**src/rtl/clk_rst_pkg.sv**
```systemverilog
// Shared types for the reset sequencer: FSM state encoding and domain index type.
package clk_rst_pkg;

  localparam int MAX_DOM   = 32;
  localparam int DOM_IDX_W = $clog2(MAX_DOM);

  typedef logic [DOM_IDX_W-1:0] dom_idx_t;

  typedef enum logic [1:0] {
    HOLD = 2'd0,
    SEQ  = 2'd1,
    DONE = 2'd2
  } rst_seq_state_e;

endpackage

```
**src/rtl/rst_seq_cnt.sv**
```systemverilog
// Loadable down-counter shared by the hold phase and every release slot.
// It stops at zero instead of wrapping, so a slot never runs longer than its load value.
module rst_seq_cnt #(
  parameter int              CNT_W   = 16,
  parameter logic [CNT_W-1:0] RST_VAL = '0
) (
  input  logic             clk,
  input  logic             rst,
  input  logic             load,
  input  logic [CNT_W-1:0] load_val,
  output logic             zero
);

  logic [CNT_W-1:0] cnt;

  // Load has priority; otherwise count down and saturate at zero.
  always_ff @(posedge clk or posedge rst) begin
    if (rst) begin
      cnt <= RST_VAL;
    end else if (load) begin
      cnt <= load_val;
    end else if (cnt != '0) begin
      cnt <= cnt - CNT_W'(1);
    end
  end

  assign zero = (cnt == '0);

endmodule

```
**src/rtl/rst_sequencer.sv**
```systemverilog
// Reset sequencer: holds all domain resets for a fixed time, then releases the
// domains one at a time in index order, each after its own programmable delay.
module rst_sequencer
  import clk_rst_pkg::*;
#(
  parameter int N_DOM    = 32,
  parameter int CNT_W    = 16,
  parameter int HOLD_CYC = 4,
  parameter int DLY_DEF  = 0,
  localparam int IDX_W   = (N_DOM > 1) ? $clog2(N_DOM) : 1
) (
  input  logic             clk,
  input  logic             rst,
  input  logic             sw_req,
  input  logic             cfg_we,
  input  logic [IDX_W-1:0] cfg_idx,
  input  logic [CNT_W-1:0] cfg_dly,
  input  logic             cfg_en,
  output logic             cfg_err,
  output logic [N_DOM-1:0] rst_out,
  output logic             busy,
  output logic             done
);

  localparam logic [CNT_W-1:0] HOLD_LD = CNT_W'(HOLD_CYC - 1);
  localparam logic [CNT_W-1:0] DLY_RST = CNT_W'(DLY_DEF);

  rst_seq_state_e   state, nxt_state;
  dom_idx_t         idx, nxt_idx;
  logic             last;
  logic             cnt_zero;
  logic             cnt_load;
  logic [CNT_W-1:0] cnt_val;
  logic             rel_slot;

  logic [CNT_W-1:0] dly [N_DOM];
  logic [N_DOM-1:0] en;

  assign nxt_idx = idx + dom_idx_t'(1);
  assign last    = (int'(idx) == N_DOM - 1);

  rst_seq_cnt #(
    .CNT_W   (CNT_W),
    .RST_VAL (HOLD_LD)
  ) u_cnt (
    .clk      (clk),
    .rst      (rst),
    .load     (cnt_load),
    .load_val (cnt_val),
    .zero     (cnt_zero)
  );

  // State register.
  always_ff @(posedge clk or posedge rst) begin
    if (rst) begin
      state <= HOLD;
    end else begin
      state <= nxt_state;
    end
  end

  // Next-state: a software restart overrides everything; otherwise advance on counter expiry.
  always_comb begin
    nxt_state = state;
    if (sw_req) begin
      nxt_state = HOLD;
    end else begin
      case (state)
        HOLD:    if (cnt_zero) nxt_state = SEQ;
        SEQ:     if (cnt_zero && last) nxt_state = DONE;
        DONE:    nxt_state = DONE;
        default: nxt_state = HOLD;
      endcase
    end
  end

  // FSM outputs: counter load strobe/value and the end-of-slot release strobe.
  always_comb begin
    cnt_load = 1'b0;
    cnt_val  = HOLD_LD;
    rel_slot = 1'b0;
    if (sw_req) begin
      cnt_load = 1'b1;
      cnt_val  = HOLD_LD;
    end else begin
      case (state)
        HOLD: begin
          if (cnt_zero) begin
            cnt_load = 1'b1;
            cnt_val  = dly[0];
          end
        end
        SEQ: begin
          if (cnt_zero) begin
            rel_slot = 1'b1;
            if (!last) begin
              cnt_load = 1'b1;
              cnt_val  = dly[nxt_idx];
            end
          end
        end
        default: ;
      endcase
    end
  end

  // Slot index, reset bus and status flags; a disabled domain uses its slot but stays in reset.
  always_ff @(posedge clk or posedge rst) begin
    if (rst) begin
      idx     <= '0;
      rst_out <= '1;
      busy    <= 1'b1;
      done    <= 1'b0;
    end else if (sw_req) begin
      idx     <= '0;
      rst_out <= '1;
      busy    <= 1'b1;
      done    <= 1'b0;
    end else if (state == HOLD && cnt_zero) begin
      idx <= '0;
    end else if (rel_slot) begin
      if (en[idx]) begin
        rst_out[idx] <= 1'b0;
      end
      if (last) begin
        busy <= 1'b0;
        done <= 1'b1;
      end else begin
        idx <= nxt_idx;
      end
    end
  end

  // Config registers: writes land only while idle and in range, otherwise flag a one-cycle error.
  always_ff @(posedge clk or posedge rst) begin
    if (rst) begin
      cfg_err <= 1'b0;
      en      <= '1;
      for (int i = 0; i < N_DOM; i++) begin
        dly[i] <= DLY_RST;
      end
    end else begin
      cfg_err <= 1'b0;
      if (cfg_we) begin
        if (busy || int'(cfg_idx) >= N_DOM) begin
          cfg_err <= 1'b1;
        end else begin
          dly[cfg_idx] <= cfg_dly;
          en[cfg_idx]  <= cfg_en;
        end
      end
    end
  end

endmodule

```
**config.mk**
```make
export PLATFORM = sky130hd
export DESIGN_NAME = rst_sequencer
export DESIGN_NICKNAME = d
export VERILOG_FILES = /design/src/rtl/clk_rst_pkg.sv /design/src/rtl/rst_seq_cnt.sv /design/src/rtl/rst_sequencer.sv
export SDC_FILE = /design/constraint.sdc
export NUM_CORES = 1
export LEC_CHECK = 0
export BUFFER_PORTS_ARGS = -buffer_cell sky130_fd_sc_hd__buf_2
export CELL_PAD_IN_SITES_DETAIL_PLACEMENT = 0
export CELL_PAD_IN_SITES_GLOBAL_PLACEMENT = 1
export CORE_MARGIN = 5
export CORE_UTILIZATION = 31
export DETAILED_ROUTE_END_ITERATION = 6
export PLACE_DENSITY = 0.48
export SYNTH_ARGS = -nofsm -noshare
export SYNTH_HDL_FRONTEND = slang
export SYNTH_HIERARCHICAL = 1
export SYNTH_SLANG_ARGS = --single-unit
```
**constraint.sdc**
```tcl
create_clock -name clk -period 42 [get_ports clk]
set_input_delay 2.1 -clock clk [delete_from_list [all_inputs] [get_ports clk]]
set_output_delay 2.1 -clock clk [all_outputs]
set_load 0.01 [all_outputs]
```
==> run summary, run 1 <==
Asr flop ratio synth: 100%
Final Hold Fails: 0
Crit Path Category: reg -> reg
R2R Setup Slk: 36750 ps
I/O pin cnt: 61
DPL Wire Length: 52700 µm
Vias: 16900
Post-synth EDFFs: 0
Gpl congestion: 0.752
Peak VDD IR: 30.0 µV
Min Clock Period, post-route: 5250 ps
CTS tree: done
DRC: 0
Routing usage on met1: 26.3%
# nets final: 2002
Max incr delay on CP: 990 ps
Total Power: 1.36 mW
Clock Root Buffer: clkbuf_16
Max Fclk: 190 MHz
Avg WL per Cell: 28.0 µm
Fill cells: 8720
CORE AREA: 90000 µm²
Seq/Total Area, Yosys: 53.9%
Area delta synth->final: 13.9%
Final setup fails: 0
CP max stage cell: ha_4
Post-CTS setup buffer count: 0
Syn Nets: 1992
Die ar.: 96900 µm²
Post-CTS sizing: 0
Critical path cell sequence: inv_1 -> ha_4 -> buf_4 -> buf_4 -> mux4_2 -> nor2_1 -> nor2_1 -> o21ai_1 -> o31ai_1 -> nand2_1 -> o211ai_1
Gr usage total: 18.5%
CTS Hold Bufs: 0
DR iter-0 viols: 1084
GRT overflow: 0
CTS Buf Count: 73
Row cnt: 110
Hold WS: 478 ps
Worst Hold Class: reg -> reg
Skew final: 29.2 ps
CP delay by family, top: buffers and inverters
Crit-path max FO: 55
RSZ-0062 raised after global routing: no
Post-Synthesis Cells: 1957
Status: finished, final reports clean
Top cell type's share of synthesized area: 47.6%
Vias per inst: 5.28
Ys flop type: dfrtp_1
Initial antenna violation count: 4
Synth Cell Area: 28100 µm²
Slew HR: 15.3%
Chip Height: 311 µm
# clock sinks: 602
Met2 GRT Util: 29.3%
CTS clk-pin slew, worst paths: 60 ps
Placed cell area: 29500 µm²
Main area contributors after synthesis: dfrtp_1 48%, mux2_2 21%, mux4_2 11%
Max-cap violation count: 0
Met3 usage in global routing: 3.12%
Number of global-route vias before repair: 18000
Final TNS setup: 0 ps
Syn avg cell area: 14.4 µm²
CP arrival: 5770 ps
Detail Route Antenna Nets: 0
Power per cell area: 42.4 nW/µm²
Initial Util: 31.2%
PortBufs: 60
Max-slew violation count: 0
Maximum buffer depth of the clock tree: 3
Final instance area: 32000 µm²
Share of layout cells above drive strength 1: 49.8%
First-pass GRT wire length: 133000 µm
Startpoint types: flip-flop
Slew @ Worst Pin: 1270 ps
DRT Pass-1 Iters: 5
Worst-Skew Late Latency: 610 ps
FF+latch count, synth: 602
CP Capture Type: flip-flop
Die W: 311 µm
Worst path required time: 42520 ps
CP bufs+invs: 3
Final Cycle Share: 12.5%
Busiest metal layer after global routing: met2
Yosys warning count: 6
Yosys top cell by area: dfrtp_1
Static leakage: 14.5 nW
Synth cell types: 62
Largest net degree at the start of global routing: 173
Routed WL: 89700 µm
Htree depth: 3
[logic make-up after synthesis]
group           synth area share, %
buf+inv                        2.84
compound gates                 2.92
simple gates                   5.91
mux                            33.5
xor+xnor                      0.583
flops                          53.9
fa+ha+maj                     0.400
[flip-flops by register name, indices dropped and copies added (netlist names)]
signal     count
u_cnt/cnt     16
en            32
done           1
busy           1
rst_out       32
dly          512
idx            5
state          2
cfg_err        1
[Yosys cell counts, drive strengths merged (2+ instances only)]
| cell type | n |
|---|---|
| inv | 9 |
| clkbuf | 99 |
| nand3b | 7 |
| o31ai | 17 |
| mux2i | 12 |
| o211ai | 4 |
| a211oi | 2 |
| mux4 | 139 |
| o21ai | 31 |
| nor3 | 9 |
| a21oi | 17 |
| nand2b | 5 |
| xnor2 | 13 |
| mux2 | 548 |
| xor2 | 4 |
| and2 | 6 |
| and3 | 3 |
| nand2 | 161 |
| nor2b | 7 |
| dfrtp | 535 |
| a2111oi | 2 |
| or3 | 2 |
| nand3 | 9 |
| a22o | 2 |
| nand4b | 2 |
| o311ai | 2 |
| a41oi | 29 |
| nor3b | 9 |
| ha | 9 |
| nand4 | 26 |
| buf | 64 |
| nor2 | 98 |
| dfstp | 67 |
[final timing paths]
kind | from | end | depth (start not counted)
worst max register to register | idx[0] | u_cnt/cnt[14] | 11
worst max-delay path | idx[0] | u_cnt/cnt[14] | 11
min in group asynchronous | rst | dly[481] | 2
worst min register to register | rst_out[15] | rst_out[15] | 2
worst min-delay path | rst_out[15] | rst_out[15] | 2
max in group asynchronous | rst | dly[211] | 4
[worst min-delay path, cell delays in order (launching register included)]
cell and delay (ps):
dfstp_2 370, o31ai_1 50, nand2_1 50
[report_power, final]
group / switching, mW / internal (mW)
clock: 0.257 / 0.403
combinational: 0.0636 / 0.0303
sequential: 0.0137 / 0.592
[layout make-up]
type	instances	area, µm²	area share [%]
inverter	10	45.0	0.141
antenna	1	2.50	0.00781
clock buffer	109	2230	6.95
multi-input combinational	1182	12300	38.3
clock inverter	21	270	0.844
sequential	602	15200	47.3
timing repair buffer	98	598	1.87
tap	1176	1470	4.59
[placed cells by master (no fill, tap or decap), types with 10 or more instances in the layout]
cell type,count
a41oi_1,23
nor2_1,81
mux2_2,531
buf_4,37
clkbuf_16,77
nand2_1,151
nand2_2,10
dfstp_2,67
o31ai_1,17
clkbuf_1,14
mux4_2,139
buf_2,60
o21ai_1,11
mux2_1,17
dfrtp_1,534
xnor2_1,11
clkbuf_8,18
o21ai_0,19
a21oi_1,17
nand4_1,25
clkinv_2,10
mux2i_1,12
nor2_2,13
[metal layers]
layer  share of wire [%]  up-vias
met5               0.027        -
met4                 2.5        4
met3                 3.9      127
met2                  46      336
met1                  47     9217
li1                    -     7202
[metrics by stage]
step                      worst slack, ps  utilization [%]  std cells
after floorplan                     23610                -       1957
after global placement              36260             32.8       3068
after detailed placement            36730             32.8       3068
after CTS                           36700             35.6       3198
after global routing                36490             35.6       3198
final                               36750             35.6       3199
(Power assumes the default switching activity.)
==> inputs of run 2 (changes only) <==
ABC_AREA = 1   (was default)
PLACE_DENSITY = 0.56   (was 0.48)
clock period = 4.42 ns   (was 42 ns; I/O delays follow)
==> run 2 against run 1 <==
Critical path depth is 2 higher. Sequential power grew to 11 times the previous value. Critical endpoint is now u_cnt/cnt[9]. Non-clock buffer count is 43 higher. Via count is 43% higher. Synthesized area is 2.8% higher. Largest cell class unchanged. Synthesized cell count is 93% higher. Clock-buffer cell count is 5 higher. Highest routed layer unchanged. Clock power grew to 9.2 times the previous value.
==> run summary, run 2 <==
Post-CTS sizing: 0
DPL Wire Length: 60200 µm
Startpoint types: flip-flop
Worst Hold Class: in -> reg
Max-slew violation count: 0
Cells after DPL: 4889
Skew final: 19.0 ps
Initial Util: 31.1%
Worst-Skew Late Latency: 620 ps
Fill cells: 9892
Post-synth EDFFs: 0
Area delta synth->final: 13.3%
Total Power: 14.7 mW
Crit-path max FO: 31
# clock sinks: 602
Most frequent cells in the layout: 1487 x nand2_1, 603 x o21ai_0, 534 x dfrtp_1
Detail Route Antenna Nets: 0
Synth cell types: 35
Initial antenna violation count: 4
Seq/Total Area, Yosys: 52.4%
CP Capture Type: flip-flop
Number of global-route vias before repair: 24100
Top-count cell post-synth: nand2_1
Htree depth: 3
Yosys warning count: 6
Final setup fails: 0
Hold WS: 99.8 ps
Yosys top cell by area: dfrtp_1
DR iter-0 viols: 1647
Synth Cell Area: 28900 µm²
GRT overflow: 0
Share of layout cells above drive strength 1: 9.54%
Clock Root Buffer: clkbuf_16
Chip Height: 315 µm
PortBufs: 60
Asr flop ratio synth: 100%
Gpl congestion: 0.787
Syn Nets: 3810
Row cnt: 112
Ys flop type: dfrtp_1
RSZ-0062 raised after global routing: no
Vias: 24200
Commonest non-fill, non-tap cell in the layout: nand2_1
Final TNS setup: 0 ps
Peak VDD IR: 280 µV
# nets final: 3746
FF+latch count, synth: 602
Slew HR: 20.7%
Post-Synthesis Cells: 3775
First-pass GRT wire length: 157000 µm
CORE AREA: 92900 µm²
Largest regs: dly (512), en (32), rst_out (32)
Final Hold Fails: 0
Status: finished, final reports clean
Max Fclk: 272 MHz
Syn avg cell area: 7.66 µm²
Static leakage: 14.9 nW
Worst path required time: 4930 ps
Power per cell area: 449 nW/µm²
Gr usage total: 20.4%
Synth top cells by count: 1487 x nand2_1, 603 x o21ai_0, 535 x dfrtp_1
Non-filler instance count after layout: 5020
Maximum buffer depth of the clock tree: 3
CTS tree: done
Die ar.: 99500 µm²
DRC: 0
CP bufs+invs: 3
Post-route setup slack: 748 ps
Placed cell area: 30400 µm²
Main area contributors after synthesis: dfrtp_1 46%, nand2_1 19%, o21ai_0 10%
CP delay by family, top: adder cells
Crit Path Category: reg -> reg
Max-cap violation count: 0
Die W: 315 µm
Slew @ Worst Pin: 1190 ps
CP max stage cell: ha_1
Top cell type's share of synthesized area: 46.3%
Vias per inst: 4.82
Final instance area: 32800 µm²
Avg WL per Cell: 20.3 µm
Min Clock Period, post-route: 3670 ps
Pre-CTS setup slack: 735 ps
CTS Buf Count: 72
Most flops, register: dly
CP arrival: 4180 ps
Critical path cell sequence: ha_1 -> inv_1 -> nor3_1 -> ha_1 -> inv_1 -> buf_4 -> nand3_1 -> nand3_1 -> nand3_1 -> a21oi_1 -> or2_2 -> nand2_1 -> nor2_1
Max incr delay on CP: 790 ps
DRT Pass-1 Iters: 5
CTS clk-pin slew, worst paths: 60 ps
Routed WL: 102000 µm
I/O pin cnt: 61
Max reg flops: 512
Most used cell, CP: nand3_1
Final Util: 35.3%
Final Cycle Share: 83.1%
Largest net degree at the start of global routing: 168
## run 2: cell types whose count changed after synthesis, sizes merged, moves of 12 or more
cell and change:
nand2 +1332, o21ai +583, mux2 -548, nand3 +411, inv +187, mux4 -139
clkbuf +79, buf +37, a41oi -29, nand4 -25, o31ai -17, mux2i -12
nor3 +12
## run 2: cell families after synthesis
family          after synthesis  share of synthesized area (%)
fa+ha+maj                     9                          0.389
flops                       602                           52.4
simple gates               2031                           28.9
buf+inv                     477                           6.76
xor+xnor                      8                          0.294
compound gates              648                           11.3
## run 2: layout make-up
class	instances	area (µm²)	area share, %
Inverter	198	757	2.31
Tap cell	1254	1570	4.79
Multi-Input combinational cell	2696	11900	36.2
Clock inverter	14	170	0.519
Clock buffer	114	2200	6.72
Timing Repair Buffer	141	1060	3.25
Antenna cell	1	2.50	0.00764
Sequential cell	602	15200	46.2
## run 2: worst paths after layout
kind | start | end | slack [ps] | cells after the start
worst max register to register | idx[0] | u_cnt/cnt[9] | 750 | 13
max in group asynchronous | rst | dly[408] | 2960 | 4
worst max-delay path | idx[0] | u_cnt/cnt[9] | 750 | 13
min in group asynchronous | rst | dly[468] | 250 | 3
worst min-delay path | cfg_idx[0] | en[30] | 100 | 4
worst min register to register | rst_out[3] | rst_out[3] | 470 | 2
## run 2: metal layers
layer  GRT usage, %  vias to the layer above  wire (µm)
met5              0                        -         34
met4           4.34                        4       2100
met3           3.51                      136       4340
met2           32.7                      433      45900
met1           29.3                    11700      49400
li1               -                    12000          -
## run 2: repair_timing
action,CTS,global route
endpoints found under the hold margin,28,0
hold buffers,2,0
buffers inserted,0,0
## run 2: worst register-to-register path, delay by kind of cell (launching register included)
kind            cells  cell delay [ps]
buf+inv             3              810
fa+ha+maj           2             1110
simple gates        7             1040
flops               1              540
compound gates      1               80
## run 2: power by group
part / switching (mW) / internal, mW
Combinational: 1.44 / 0.719
Clock: 2.44 / 3.63
Sequential: 0.352 / 6.12
Total: 4.23 / 10.5
